$ cat config.mk
export PLATFORM = sky130hd
export DESIGN_NAME = polymul_negacyclic_flat
export DESIGN_NICKNAME = d
export VERILOG_FILES = /design/src/rtl/polymul_negacyclic_if.sv /design/src/rtl/polymul_negacyclic.sv /design/src/flat_wrapper.sv
export SDC_FILE = /design/constraint.sdc
export NUM_CORES = 1
export LEC_CHECK = 0
export ABC_AREA = 1
export ABC_CLOCK_PERIOD_IN_PS = 5410
export CELL_PAD_IN_SITES_DETAIL_PLACEMENT = 0
export CELL_PAD_IN_SITES_GLOBAL_PLACEMENT = 1
export CORE_MARGIN = 3
export CORE_UTILIZATION = 40
export DETAILED_ROUTE_END_ITERATION = 6
export PLACE_DENSITY = 0.81
export RECOVER_POWER = 25
export SETUP_SLACK_MARGIN = 0.05
export SYNTH_ARGS = -nofsm -noshare
export SYNTH_HDL_FRONTEND = slang
export SYNTH_SLANG_ARGS = --single-unit
$ cat constraint.sdc
create_clock -name clk -period 5.41 [get_ports clk]
set_input_delay 0.8115 -clock clk [delete_from_list [all_inputs] [get_ports clk]]
set_output_delay 0.8115 -clock clk [all_outputs]
set_load 0.02 [all_outputs]
$ cat src/rtl/polymul_negacyclic_if.sv
// Valid/ready stream bundle with an end-of-frame marker.
// The master drives vld/data/last and the slave drives rdy.
interface axis_if #(
   parameter int W = 8
) ();
   logic         vld;
   logic         rdy;
   logic [W-1:0] data;
   logic         last;

   modport master (output vld, output data, output last, input rdy);
   modport slave  (input vld, input data, input last, output rdy);
endinterface

$ cat src/rtl/polymul_negacyclic.sv
// Negacyclic polynomial multiplier: z = a*b mod (x^N + 1), coefficients mod Q.
// Frame flow: LOAD (N joint p/u beats) -> COMPUTE (N MAC cycles, one
// u coefficient per cycle applied to all N accumulators) -> DRAIN (N
// registered output beats with backpressure).
module polymul_negacyclic #(
   parameter int N        = 4,
   parameter int QW       = 5,
   parameter int Q        = 32,
   parameter int UW       = 2,
   parameter int U_SIGNED = 1
) (
   input  logic   clk,
   input  logic   s_rst,
   axis_if.slave  p,
   axis_if.slave  u,
   axis_if.master z,
   output logic   err,
   output logic   busy
);
   localparam int CW = $clog2(N);
   // Room for acc + (2^QW-1)*2^UW in either sign with margin.
   localparam int AW = QW + UW + 4;
   localparam logic signed [AW-1:0] Q_S = AW'(Q);
   localparam logic [CW-1:0] CNT_LAST = CW'(N - 1);

   typedef enum logic [1:0] {LOAD, COMPUTE, DRAIN} state_t;

   state_t          state_q, state_d;
   logic [CW-1:0]   cnt_q, cnt_d;
   logic            rdy_q, rdy_d;
   logic            err_q, err_d;
   logic            z_vld_q, z_vld_d;
   logic            z_last_q, z_last_d;
   logic [QW-1:0]   z_data_q, z_data_d;

   logic [QW-1:0]   p_buf_q [N];
   logic [QW-1:0]   p_buf_d [N];
   logic [UW-1:0]   u_buf_q [N];
   logic [UW-1:0]   u_buf_d [N];
   logic [QW-1:0]   acc_q   [N];
   logic [QW-1:0]   acc_d   [N];
   logic [QW-1:0]   acc_red [N];

   logic            accept;
   logic            cnt_last;
   logic [CW-1:0]   cnt_nxt;
   logic [UW-1:0]   u_sel;
   logic signed [AW-1:0] u_ext;

   // rdy is only ever high in LOAD, so this also implies the state
   assign accept   = rdy_q & p.vld & u.vld;
   assign cnt_last = (cnt_q == CNT_LAST);
   assign cnt_nxt  = cnt_q + CW'(1);

   assign p.rdy  = rdy_q;
   assign u.rdy  = rdy_q;
   assign z.vld  = z_vld_q;
   assign z.last = z_last_q;
   assign z.data = z_data_q;
   assign err    = err_q;
   assign busy   = !((state_q == LOAD) && (cnt_q == '0));

   // Select u_j for the current compute cycle and widen it
   always_comb begin
      u_sel = u_buf_q[cnt_q];
      if (U_SIGNED != 0) begin
         u_ext = AW'($signed(u_sel));
      end else begin
         u_ext = $signed(AW'(u_sel));
      end
   end

   // One MAC lane per output coefficient k; wrapped terms (k < j) are subtracted
   for (genvar gi = 0; gi < N; gi++) begin : g_mac
      logic [CW-1:0]        idx;
      logic signed [AW-1:0] p_ext;
      logic signed [AW-1:0] prod;
      logic signed [AW-1:0] base;
      logic signed [AW-1:0] sum;
      logic signed [AW-1:0] red;

      // acc_k + s*u_j*p_((k-j) mod N), reduced into [0, Q-1]
      always_comb begin
         if (int'(cnt_q) > gi) begin
            idx = CW'(gi + N - int'(cnt_q));
         end else begin
            idx = CW'(gi - int'(cnt_q));
         end
         p_ext = $signed(AW'(p_buf_q[idx]));
         prod  = p_ext * u_ext;
         base  = (cnt_q == '0) ? '0 : $signed(AW'(acc_q[gi]));
         sum   = (int'(cnt_q) > gi) ? (base - prod) : (base + prod);
         red   = sum % Q_S;
         if (red < 0) begin
            red = red + Q_S;
         end
      end

      assign acc_red[gi] = red[QW-1:0];
   end

   // Buffer writes on accepted beats; accumulators update only in COMPUTE
   always_comb begin
      for (int k = 0; k < N; k++) begin
         p_buf_d[k] = p_buf_q[k];
         u_buf_d[k] = u_buf_q[k];
         acc_d[k]   = acc_q[k];
      end
      if (accept) begin
         p_buf_d[cnt_q] = p.data;
         u_buf_d[cnt_q] = u.data;
      end
      if (state_q == COMPUTE) begin
         for (int k = 0; k < N; k++) begin
            acc_d[k] = acc_red[k];
         end
      end
   end

   // Next-state, counter, framing check and output register logic
   always_comb begin
      state_d  = state_q;
      cnt_d    = cnt_q;
      err_d    = err_q;
      z_vld_d  = z_vld_q;
      z_last_d = z_last_q;
      z_data_d = z_data_q;
      case (state_q)
         LOAD: begin
            if (accept) begin
               if (cnt_last ? !(p.last && u.last) : (p.last || u.last)) begin
                  err_d = 1'b1;
               end
               if (cnt_last) begin
                  state_d = COMPUTE;
                  cnt_d   = '0;
               end else begin
                  cnt_d = cnt_nxt;
               end
            end
         end
         COMPUTE: begin
            if (cnt_last) begin
               state_d = DRAIN;
               cnt_d   = '0;
            end else begin
               cnt_d = cnt_nxt;
            end
         end
         DRAIN: begin
            if (!z_vld_q) begin
               // first DRAIN cycle: register z_0 from the settled accumulators
               z_vld_d  = 1'b1;
               z_last_d = 1'b0;
               z_data_d = acc_q[0];
            end else if (z.rdy) begin
               if (cnt_last) begin
                  state_d  = LOAD;
                  cnt_d    = '0;
                  z_vld_d  = 1'b0;
                  z_last_d = 1'b0;
                  z_data_d = '0;
               end else begin
                  cnt_d    = cnt_nxt;
                  z_data_d = acc_q[cnt_nxt];
                  z_last_d = (cnt_q == CW'(N - 2));
               end
            end
         end
         default: begin
            state_d = LOAD;
            cnt_d   = '0;
         end
      endcase
      rdy_d = (state_d == LOAD);
   end

   // Control and output registers; reset lands in LOAD with rdy still low
   always_ff @(posedge clk or posedge s_rst) begin
      if (s_rst) begin
         state_q  <= LOAD;
         cnt_q    <= '0;
         rdy_q    <= 1'b0;
         err_q    <= 1'b0;
         z_vld_q  <= 1'b0;
         z_last_q <= 1'b0;
         z_data_q <= '0;
      end else begin
         state_q  <= state_d;
         cnt_q    <= cnt_d;
         rdy_q    <= rdy_d;
         err_q    <= err_d;
         z_vld_q  <= z_vld_d;
         z_last_q <= z_last_d;
         z_data_q <= z_data_d;
      end
   end

   // Coefficient buffers and accumulators
   always_ff @(posedge clk or posedge s_rst) begin
      if (s_rst) begin
         for (int k = 0; k < N; k++) begin
            p_buf_q[k] <= '0;
            u_buf_q[k] <= '0;
            acc_q[k]   <= '0;
         end
      end else begin
         for (int k = 0; k < N; k++) begin
            p_buf_q[k] <= p_buf_d[k];
            u_buf_q[k] <= u_buf_d[k];
            acc_q[k]   <= acc_d[k];
         end
      end
   end
endmodule

$ cat src/flat_wrapper.sv
// flat-port wrapper written by rule: the top's interface ports become plain ports
module polymul_negacyclic_flat 
#(
   parameter int N        = 4,
   parameter int QW       = 5,
   parameter int Q        = 32,
   parameter int UW       = 2,
   parameter int U_SIGNED = 1
)
  (clk, s_rst, err, busy, p_vld, p_data, p_last, p_rdy, u_vld, u_data, u_last, u_rdy, z_vld, z_data, z_last, z_rdy);
  axis_if #(.W(QW)) p_i ();
  axis_if #(.W(UW)) u_i ();
  axis_if #(.W(QW)) z_i ();
  input  logic clk;
  input  logic s_rst;
  output logic err;
  output logic busy;
  input wire logic [$bits(p_i.vld)-1:0] p_vld;
  input wire logic [$bits(p_i.data)-1:0] p_data;
  input wire logic [$bits(p_i.last)-1:0] p_last;
  output wire logic [$bits(p_i.rdy)-1:0] p_rdy;
  input wire logic [$bits(u_i.vld)-1:0] u_vld;
  input wire logic [$bits(u_i.data)-1:0] u_data;
  input wire logic [$bits(u_i.last)-1:0] u_last;
  output wire logic [$bits(u_i.rdy)-1:0] u_rdy;
  output wire logic [$bits(z_i.vld)-1:0] z_vld;
  output wire logic [$bits(z_i.data)-1:0] z_data;
  output wire logic [$bits(z_i.last)-1:0] z_last;
  input wire logic [$bits(z_i.rdy)-1:0] z_rdy;
  assign p_i.vld = p_vld;
  assign p_i.data = p_data;
  assign p_i.last = p_last;
  assign p_rdy = p_i.rdy;
  assign u_i.vld = u_vld;
  assign u_i.data = u_data;
  assign u_i.last = u_last;
  assign u_rdy = u_i.rdy;
  assign z_vld = z_i.vld;
  assign z_data = z_i.data;
  assign z_last = z_i.last;
  assign z_i.rdy = z_rdy;
  polymul_negacyclic #(.N(N), .QW(QW), .Q(Q), .UW(UW), .U_SIGNED(U_SIGNED)) u_core (.clk(clk), .s_rst(s_rst), .p(p_i), .u(u_i), .z(z_i), .err(err), .busy(busy));
endmodule
==> results.md <==
* Cell taking the most area after synthesis: dfrtp_1
* Ant. Diodes at 0
* Hold worst-path end: u_core.err
* Sequential fraction of the synthesis area at 31.2%
* R2R depth at 21
* Fin. max-slew vios at 62
* Critical path type: flip-flop to flip-flop
* Post-CTS setup buffer count at 0
* Post-CTS resize count at 0
* Critical Path AT at 4.43 ns
* Syn avg cell area at just over 7 um2
* Reg-to-reg critical path endpoint: u_core.acc_q[14]
* Row count at 39
* # setup viols final at 0
* Tmin final at 4.20 ns
* Dpl ws at 1.21 ns
* Status: finished with violations
* GRT overflow at 0
* Number of distinct library cells after synthesis at 43
* Period utilization at 77.7%
* Clock Skew at 0.00499 ns
* Setup WS post-layout at 1.21 ns
* PortBufs at 24
* Post-detailed-routing wire length at 11.3 mm
* # hold bufs at CTS at 0
* First-pass GRT wire length at 19.6 mm
* Mapped Cells at 680
* Yosys Warn Count at 0
* CTS root buffer: clkbuf_16
* WL/cell at about 13 um
* Syn Nets at approximately 740
* Failing checks: capacitance limit, slew limit
* Post-layout nets at ~760
* Antenna-violating nets left at 0
* WHS at 0.479 ns
* Vias in the first global route at 3978
* Io pins at 25
* Drt first pass iters at 4
* CP max FO at 44
* Hold path cells at 1
* Worst skew pair latency at roughly 0.33 ns
* DPL Wire Length at 8.60 mm
* Number of synthesized flops with an enable pin at 0
* R2r setup slk at 1.21 ns
* Max Fclk at approximately 240 MHz
* Endpoints failing hold at 0
* CTS tree: built
* Max cap viols at 1
* Chip Width at 117 um
* Synthesized area at between 0.004 and 0.005 mm2
* Worst-path clk slew at 0.05 ns
* Startpoint Class: flip-flop
* RePlAce Congestion at 0.872
* Clk buf depth at 2
* Via/cell ratio at 4.96
* Worst R2R Start: u_core.cnt_q[0]
* Die H at about 120 um
* CP endpoint kind: flip-flop
* Core area at about 0.012 mm2
* Slew @ Worst Pin at roughly 3.3 ns
* Synth area leaders: dfrtp_1, nand2_1, ha_1
* RSZ-0062 raised after global routing: no
* Initial core utilization at a little over two fifths
* Setup TNS at 0 ns
* Die area at 0.0136 mm2
* Share of cells above drive strength 1 at between 5 and 6%
* Worst hold-check path type: flip-flop to flip-flop
* Residual DRC at 0
* Slew headroom at -119%
* Largest net degree at the start of global routing at 62
* Via count at 4181
* P&R area growth vs syn at 11.6%
* H-tree levels at 3
* Clock buffer count from CTS at 9
* Critical Path RT at 5.63 ns
* Initial antenna violation count at 0
* Synth Register Bits at 61
* Top cell type's share of synthesized area at between 30% and 40%
* GRT Overall Usage at 18.3%
* Initial DRC count at 208
* Hold path start: u_core.err
* Utilization after layout at approximately 47%
* Most used DFF post-synth: dfrtp_1
* Ys async rst share at 100%
* Clk sinks at 61
[worst max-delay path, cell delays in order, from the launching register on]
cell and delay (ns):
dfrtp_1 0.42, buf_4 0.29, nand2_1 0.12, nand3_1 0.12, nand2_4 0.15, inv_1 0.27
or2_2 0.40, fa_1 0.38, inv_1 0.06, ha_1 0.16, fa_1 0.40, inv_1 0.09
xor2_1 0.16, ha_1 0.28, a21oi_1 0.19, nand2_1 0.06, o21ai_0 0.07, nand2_1 0.12
xor2_1 0.14, nand3_1 0.08, nand3_1 0.07, nand2_1 0.05
[area by class of cell]
cell class | instances | area (um2)
Fill cell | 1186 | 6240
Multi-Input combinational cell | 488 | 2790
Sequential cell | 61 | 1530
Inverter | 105 | 402
Timing Repair Buffer | 30 | 282
Clock buffer | 10 | 229
Tap cell | 143 | 179
Clock inverter | 6 | 63.8
[worst max path at each step]
stage                     cells after the start  slack (ns)            start                to
after floorplan                              26        1.36  u_core.cnt_q[0]   u_core.acc_q[9]
after global placement                       23        1.30  u_core.cnt_q[0]   u_core.acc_q[9]
after detailed placement                     21        1.21  u_core.cnt_q[0]  u_core.acc_q[14]
after CTS                                    21        1.20  u_core.cnt_q[0]  u_core.acc_q[14]
after global routing                          3        0.64            s_rst   u_core.acc_q[5]
final                                        21        1.21  u_core.cnt_q[0]  u_core.acc_q[14]
[layout by cell type (no fill, tap or decap), drive strengths merged]
master / count
clkinv: 5
mux2i: 5
nor3: 1
nor2: 43
inv: 103
dfrtp: 61
bufinv: 1
fa: 12
a31o: 1
nand4: 2
a21o: 1
nand3: 42
a31oi: 2
o21a: 2
clkbuf: 11
and2: 1
nand3b: 2
o21bai: 1
clkinvlp: 2
ha: 36
xor2: 6
nand2: 188
buf: 5
xnor2: 8
a21oi: 21
a22o: 1
dlygate4sd3: 1
o211ai: 2
o21ai: 97
or2: 7
clkdlybuf4s50: 23
a22oi: 7
[per-layer routing]
metal / vias to the layer above / part of all wire [%] / GRT usage, % / wire length (um)
li1: 2194 / - / - / -
met1: 1913 / 50 / 25.2 / 5630
met2: 62 / 46 / 29.9 / 5170
met3: 12 / 3.0 / 3.42 / 345
met4: 0 / 1.6 / 4.51 / 176
met5: - / 0 / 0 / 0
[kinds of logic after synthesis]
group / synth area share, %
flip-flops: 31.2
adder cells (fa/ha/maj): 14.1
buffers and inverters: 12.0
AO/OA/AOI/OAI: 15.0
XOR/XNOR: 2.50
AND/OR/NAND/NOR: 24.2
multiplexers: 1.02
[metrics by stage]
stage	std cells	cell area, um2
2_1_floorplan	680	4900
3_3_place_gp	827	5180
3_5_place_dp	827	5180
4_1_cts	843	5470
5_1_grt	843	5470
6_report	843	5470
[registers in the layout, summed over array words and instances (netlist names)]
signal	flops
u_core.acc_q	20
u_core.cnt_q	2
u_core.err	1
u_core.p.rdy	1
u_core.p_buf_q	20
u_core.state_q	2
u_core.u_buf_q	8
u_core.z.data	5
u_core.z.last	1
u_core.z.vld	1
[Yosys cell counts, types with 8 or more instances]
master	count
nand2_1	183
nor2_1	43
fa_1	12
ha_1	36
o21ai_0	79
dfrtp_1	61
nand3_1	41
a21oi_1	21
clkbuf_1	10
inv_1	101
o21ai_1	13
xnor2_1	8
Power is left out: the tool's default activity adds up to more than one toggle a clock period on the data nets, which glitch-free logic cannot reach.
==> RTL edit 1: new RTL, same flow settings <==
`U_SIGNED` is set to 1 in 2 places; all go to 0.
--- a/src/rtl/polymul_negacyclic.sv
+++ b/src/rtl/polymul_negacyclic.sv
@@ -7,7 +7,7 @@
    parameter int QW       = 5,
    parameter int Q        = 32,
    parameter int UW       = 2,
-   parameter int U_SIGNED = 1
+   parameter int U_SIGNED = 0
 ) (
    input  logic   clk,
    input  logic   s_rst,
--- a/src/flat_wrapper.sv
+++ b/src/flat_wrapper.sv
@@ -5,7 +5,7 @@
    parameter int QW       = 5,
    parameter int Q        = 32,
    parameter int UW       = 2,
-   parameter int U_SIGNED = 1
+   parameter int U_SIGNED = 0
 )
   (clk, s_rst, err, busy, p_vld, p_data, p_last, p_rdy, u_vld, u_data, u_last, u_rdy, z_vld, z_data, z_last, z_rdy);
   axis_if #(.W(QW)) p_i ();
Function: same outputs for any inputs over 10 cycles, from zero or initial values and one cycle with s_rst high; that may be too few to reach the edited logic, so the function may still have changed.
==> RTL edit 1 against the original RTL <==
The flow still finishes with violations (max-capacitance violations, max-slew violations); die area increased by 4.7%; final cell count increased by 9.5%; sequential cell count unchanged; maximum frequency decreased by 7.7%; clock skew increased by 0.0038 ns; critical endpoint is now u_core.acc_q[9]$_DFFE_PP0P_; design area increased by 5.9%; highest routed layer unchanged; global-route usage increased by 1.2 points; count of clock-buffer cells in the layout decreased by 1; wire length increased by 17%; worst setup slack got worse by 0.35 ns; area after synthesis increased by 4.9%; sequential share of layout area decreased by 1.6 points.
Power is left out: the tool's default activity adds up to more than one toggle a clock period on the data nets, which glitch-free logic cannot reach.
==> RTL edit 1: results (changes against the original RTL) <==
| Metric | Value |
|---|---|
| Status | `finished, violations left (unchanged)` |
| Failing checks | `max-capacitance violations, max-slew violations (unchanged)` |
| Post-Synthesis Cells | `737 (was 680)` |
| Worst r2r src | `u_core.cnt_q[1]$_DFFE_PP0P_ (was u_core.cnt_q[0]$_DFFE_PP0P_)` |
| Max Slew Vio Count | `62 (unchanged)` |
| Max-Cap Viols | `1 (unchanged)` |
| Inst Count DP | `907 (was 827)` |
| Final #Nets | `821 (was 757)` |
| Yosys cell types | `35 (was 43)` |
| Total grt overflow | `0 (unchanged)` |
| First-pass GRT wire length | `22100 µm (was 19600 µm)` |
| Max-slew headroom | `-133% (was -119%)` |
| R2R Setup Slk | `0.86 ns (was 1.21 ns)` |
| Cell Count, Final, Fillers Out | `923 (was 843)` |
| CP max stage delay | `0.80 ns (was 0.42 ns)` |
| TritonRoute pass-1 iters | `5 (was 4)` |
| Vias in the first global route | `4458 (was 3978)` |
| WHS Path Cells | `2 (was 1)` |
| Gpl congestion | `0.937 (was 0.872)` |
| Worst-path fanout max | `22 (was 44)` |
| CP arrival | `4.79 ns (was 4.43 ns)` |
| Gr usage total | `19.6% (was 18.3%)` |
| Critical hold path startpoint | `u_core.acc_q[4]$_DFFE_PP0P_ (was u_core.err$_DFFE_PP0P_)` |
| R2R cell count | `20 (was 21)` |
| Worst setup path end | `u_core.acc_q[9]$_DFFE_PP0P_ (was u_core.acc_q[14]$_DFFE_PP0P_)` |
| Final clock skew | `0.00875 ns (was 0.00499 ns)` |
| Syn nets | `808 (was 742)` |
| Hpwl dp | `9890 µm (was 8600 µm)` |
| Share of cells above drive strength 1 | `7.15% (was 5.57%)` |
| Vias | `4583 (was 4181)` |
| Post-synth top cells | `nand2_1 (191), inv_1 (109), o21ai_0 (79), nor2_1 (66), dfrtp_1 (61) (was nand2_1 (183), inv_1 (101), o21ai_0 (79), dfrtp_1 (61), nor2_1 (43))` |
-- RTL edit 1: cell count changes after synthesis, moves of 8 or more --
cell,unedited run,this run
nor2_1,43,66
a21oi_1,21,31
ha_1,36,46
inv_1,101,109
nand2_1,183,191
-- RTL edit 1: area by class of cell --
type,instances,area [µm²]
fill,1222,6470
multi-input combinational,531,3010
clock inverter,7,98.8
tap,168,210
timing repair buffer,29,274
sequential,61,1530
inverter,118,443
clock buffer,9,225
-- RTL edit 1: worst min-delay path by stage --
| stage | slack [ns] | end |
|---|---|---|
| 2_1_floorplan | 0.45 | u_core.acc_q[4]$_DFFE_PP0P_ |
| 3_3_place_gp | 0.45 | u_core.err$_DFFE_PP0P_ |
| 3_5_place_dp | 0.46 | u_core.err$_DFFE_PP0P_ |
| 4_1_cts | 0.47 | u_core.err$_DFFE_PP0P_ |
| 5_1_grt | 0.49 | u_core.err$_DFFE_PP0P_ |
| 6_report | 0.48 | u_core.acc_q[4]$_DFFE_PP0P_ |
-- RTL edit 1: metal layers --
metal  part of all wire (%)  track usage (%)  vias to the layer above
li1                       -                -                     2342
met1                     48             25.6                     2119
met2                     46             32.4                      100
met3                    4.3             3.99                       22
met4                    1.9             6.30                        0
met5                      0                0                        -
-- RTL edit 1: per-stage QoR --
step	area [µm²]	util (%)	hold slack, ns	setup WS, ns
after floorplan	5140	-	0.449	1.71
after global placement	5470	44.6	0.453	1.08
after detailed placement	5470	44.6	0.462	0.856
after CTS	5790	47.2	0.474	0.847
after global routing	5790	47.2	0.492	0.380
final	5790	47.2	0.481	0.856
-- RTL edit 1: cells by family after synthesis --
family	after synthesis	share of synthesized area, %
xor+xnor	10	1.70
fa+ha+maj	57	15.5
buf+inv	145	11.7
flops	61	29.7
simple gates	317	25.5
compound gates	147	15.9
==> RTL edit 2: new RTL, same flow settings <==
Made on the original files. The 3 states of `state_t` get a one-hot encoding in 3 bits.
--- a/src/rtl/polymul_negacyclic.sv
+++ b/src/rtl/polymul_negacyclic.sv
@@ -23,7 +23,7 @@
    localparam logic signed [AW-1:0] Q_S = AW'(Q);
    localparam logic [CW-1:0] CNT_LAST = CW'(N - 1);
 
-   typedef enum logic [1:0] {LOAD, COMPUTE, DRAIN} state_t;
+   typedef enum logic [2:0] {LOAD = 3'b001, COMPUTE = 3'b010, DRAIN = 3'b100} state_t;
 
    state_t          state_q, state_d;
    logic [CW-1:0]   cnt_q, cnt_d;
Function: same outputs for any inputs over 10 cycles, from zero or initial values and one cycle with s_rst high; not proved beyond that.
==> RTL edit 2 against the original RTL <==
The run still ends with max-capacitance violations, max-slew violations left; worst setup slack worse by 0.25 ns; non-clock buffer count is 1 higher; wire length increased by 8.3%; worst hold slack worse by 0.017 ns; critical endpoint is now u_core.acc_q[9]$_DFFE_PP0P_; first-iteration DRC count up 25%; highest routed layer unchanged; final cell count up 5.3%; design area is 2.1% higher; area after synthesis is 2.0% higher; sequential cell count rose by 1.
Power is not shown: default switching activity piles up to over one toggle a cycle in this logic, so the estimate is an artifact.
==> RTL edit 2: results (changes against the original RTL) <==
| Metric | Value |
|---|---|
| TritonRoute pass-1 iters | `5 (was 4)` |
| Final WS setup | `0.954 ns (was 1.21 ns)` |
| Gr usage total | `18.5% (was 18.3%)` |
| Sequential share of the synthesized area | `31.1% (was 31.2%)` |
| Slowest stage cell, crit path | `ha_1 (was dfrtp_1)` |
| Largest net degree at the start of global routing | `63 (was 62)` |
| R2R cell count | `22 (was 21)` |
| Final #Nets | `778 (was 757)` |
| Max Slew Vio Count | `63 (was 62)` |
| Failing checks | `max-capacitance violations, max-slew violations (unchanged)` |
| Worst-path fanout max | `19 (was 44)` |
| Post-Synthesis Cells | `701 (was 680)` |
| Inst Count DP | `873 (was 827)` |
| Worst r2r src | `u_core.cnt_q[1]$_DFFE_PP0P_ (was u_core.cnt_q[0]$_DFFE_PP0P_)` |
| # clk buffers | `13 (was 10)` |
| Vias per cell | `4.89 (was 4.96)` |
| Multi-input combinational area share | `51.3% (was 50.9%)` |
| Worst setup path startpoint | `u_core.cnt_q[1]$_DFFE_PP0P_ (was u_core.cnt_q[0]$_DFFE_PP0P_)` |
| First-pass GRT wire length | `20900 µm (was 19600 µm)` |
| Met1 usage | `24.4% (was 25.2%)` |
| #MultiIn Comb | `501 (was 488)` |
| WL met3 | `429 µm (was 345 µm)` |
| Area added between synthesis and finish | `11.8% (was 11.6%)` |
| Met3 Track Usage GR | `3.41% (was 3.42%)` |
| Vias | `4339 (was 4181)` |
| Hpwl dp | `9360 µm (was 8600 µm)` |
| Final clock skew | `0.00598 ns (was 0.00499 ns)` |
| Antenna cell count | `0 (unchanged)` |
| Synth top area cells | `dfrtp_1 (31%), nand2_1 (14%), ha_1 (9.0%), inv_1 (8.0%), o21ai_0 (7.9%) (was dfrtp_1 (31%), nand2_1 (14%), ha_1 (9.2%), o21ai_0 (8.1%), inv_1 (7.7%))` |
| Gpl congestion | `0.870 (was 0.872)` |
| Worst setup path end | `u_core.acc_q[9]$_DFFE_PP0P_ (was u_core.acc_q[14]$_DFFE_PP0P_)` |
| Signal buffers | `31 (was 30)` |
| Num Clock Sinks | `62 (was 61)` |
| CP max stage delay | `0.53 ns (was 0.42 ns)` |
| Max-slew headroom | `-127% (was -119%)` |
| Non-clk invs | `111 (was 105)` |
| Max-Cap Viols | `1 (unchanged)` |
| FILL cells | `1253 (was 1186)` |
| Buffering overhead | `5.18% (was 5.15%)` |
| Iter 0 DRT Violations | `261 (was 208)` |
| Status | `finished, violations left (unchanged)` |
| CP arrival | `4.69 ns (was 4.43 ns)` |
| Placed cell area | `5340 µm² (was 5180 µm²)` |
| Place WS | `0.997 ns (was 1.21 ns)` |
| WL met2 | `5720 µm (was 5170 µm)` |
| Ys async rst share | `100% (unchanged)` |
| Clock-cell share | `4.48% (was 5.36%)` |
| Share of cells above drive strength 1 | `5.56% (was 5.57%)` |
| Detailed Route WL | `12300 µm (was 11300 µm)` |
| Post-synth top cells | `nand2_1 (189), inv_1 (107), o21ai_0 (79), dfrtp_1 (61) (was nand2_1 (183), inv_1 (101), o21ai_0 (79), dfrtp_1 (61), nor2_1 (43))` |
| Yosys cell types | `41 (was 43)` |
RTL edit 2: cell types whose count changed after synthesis, moves of 3 or more:
cell / unedited run / this run
or2_0: 3 / 0
nand2_2: 4 / 1
nand2_1: 183 / 189
nor2_1: 43 / 50
xor2_1: 6 / 2
inv_1: 101 / 107
xnor2_1: 8 / 11
buf_2: 5 / 8
o21ai_1: 13 / 8
nand3_1: 41 / 50
nand2_4: 1 / 4
RTL edit 2: worst max-delay path: cells and delay by family, from the launching register on:
| kind | cells | cell delay, ns |
|---|---|---|
| compound gates | 2 | 0.52 |
| xor+xnor | 1 | 0.19 |
| fa+ha+maj | 5 | 1.88 |
| buf+inv | 5 | 0.74 |
| flops | 1 | 0.38 |
| simple gates | 9 | 0.63 |
RTL edit 2: cell families after synthesis:
kind of cell	count (synthesis)	synth area share, %
simple gates	310	26.4
buf+inv	138	11.7
compound gates	126	13.9
flops	62	31.1
fa+ha+maj	48	13.8
xor+xnor	13	2.28
mux	4	0.802
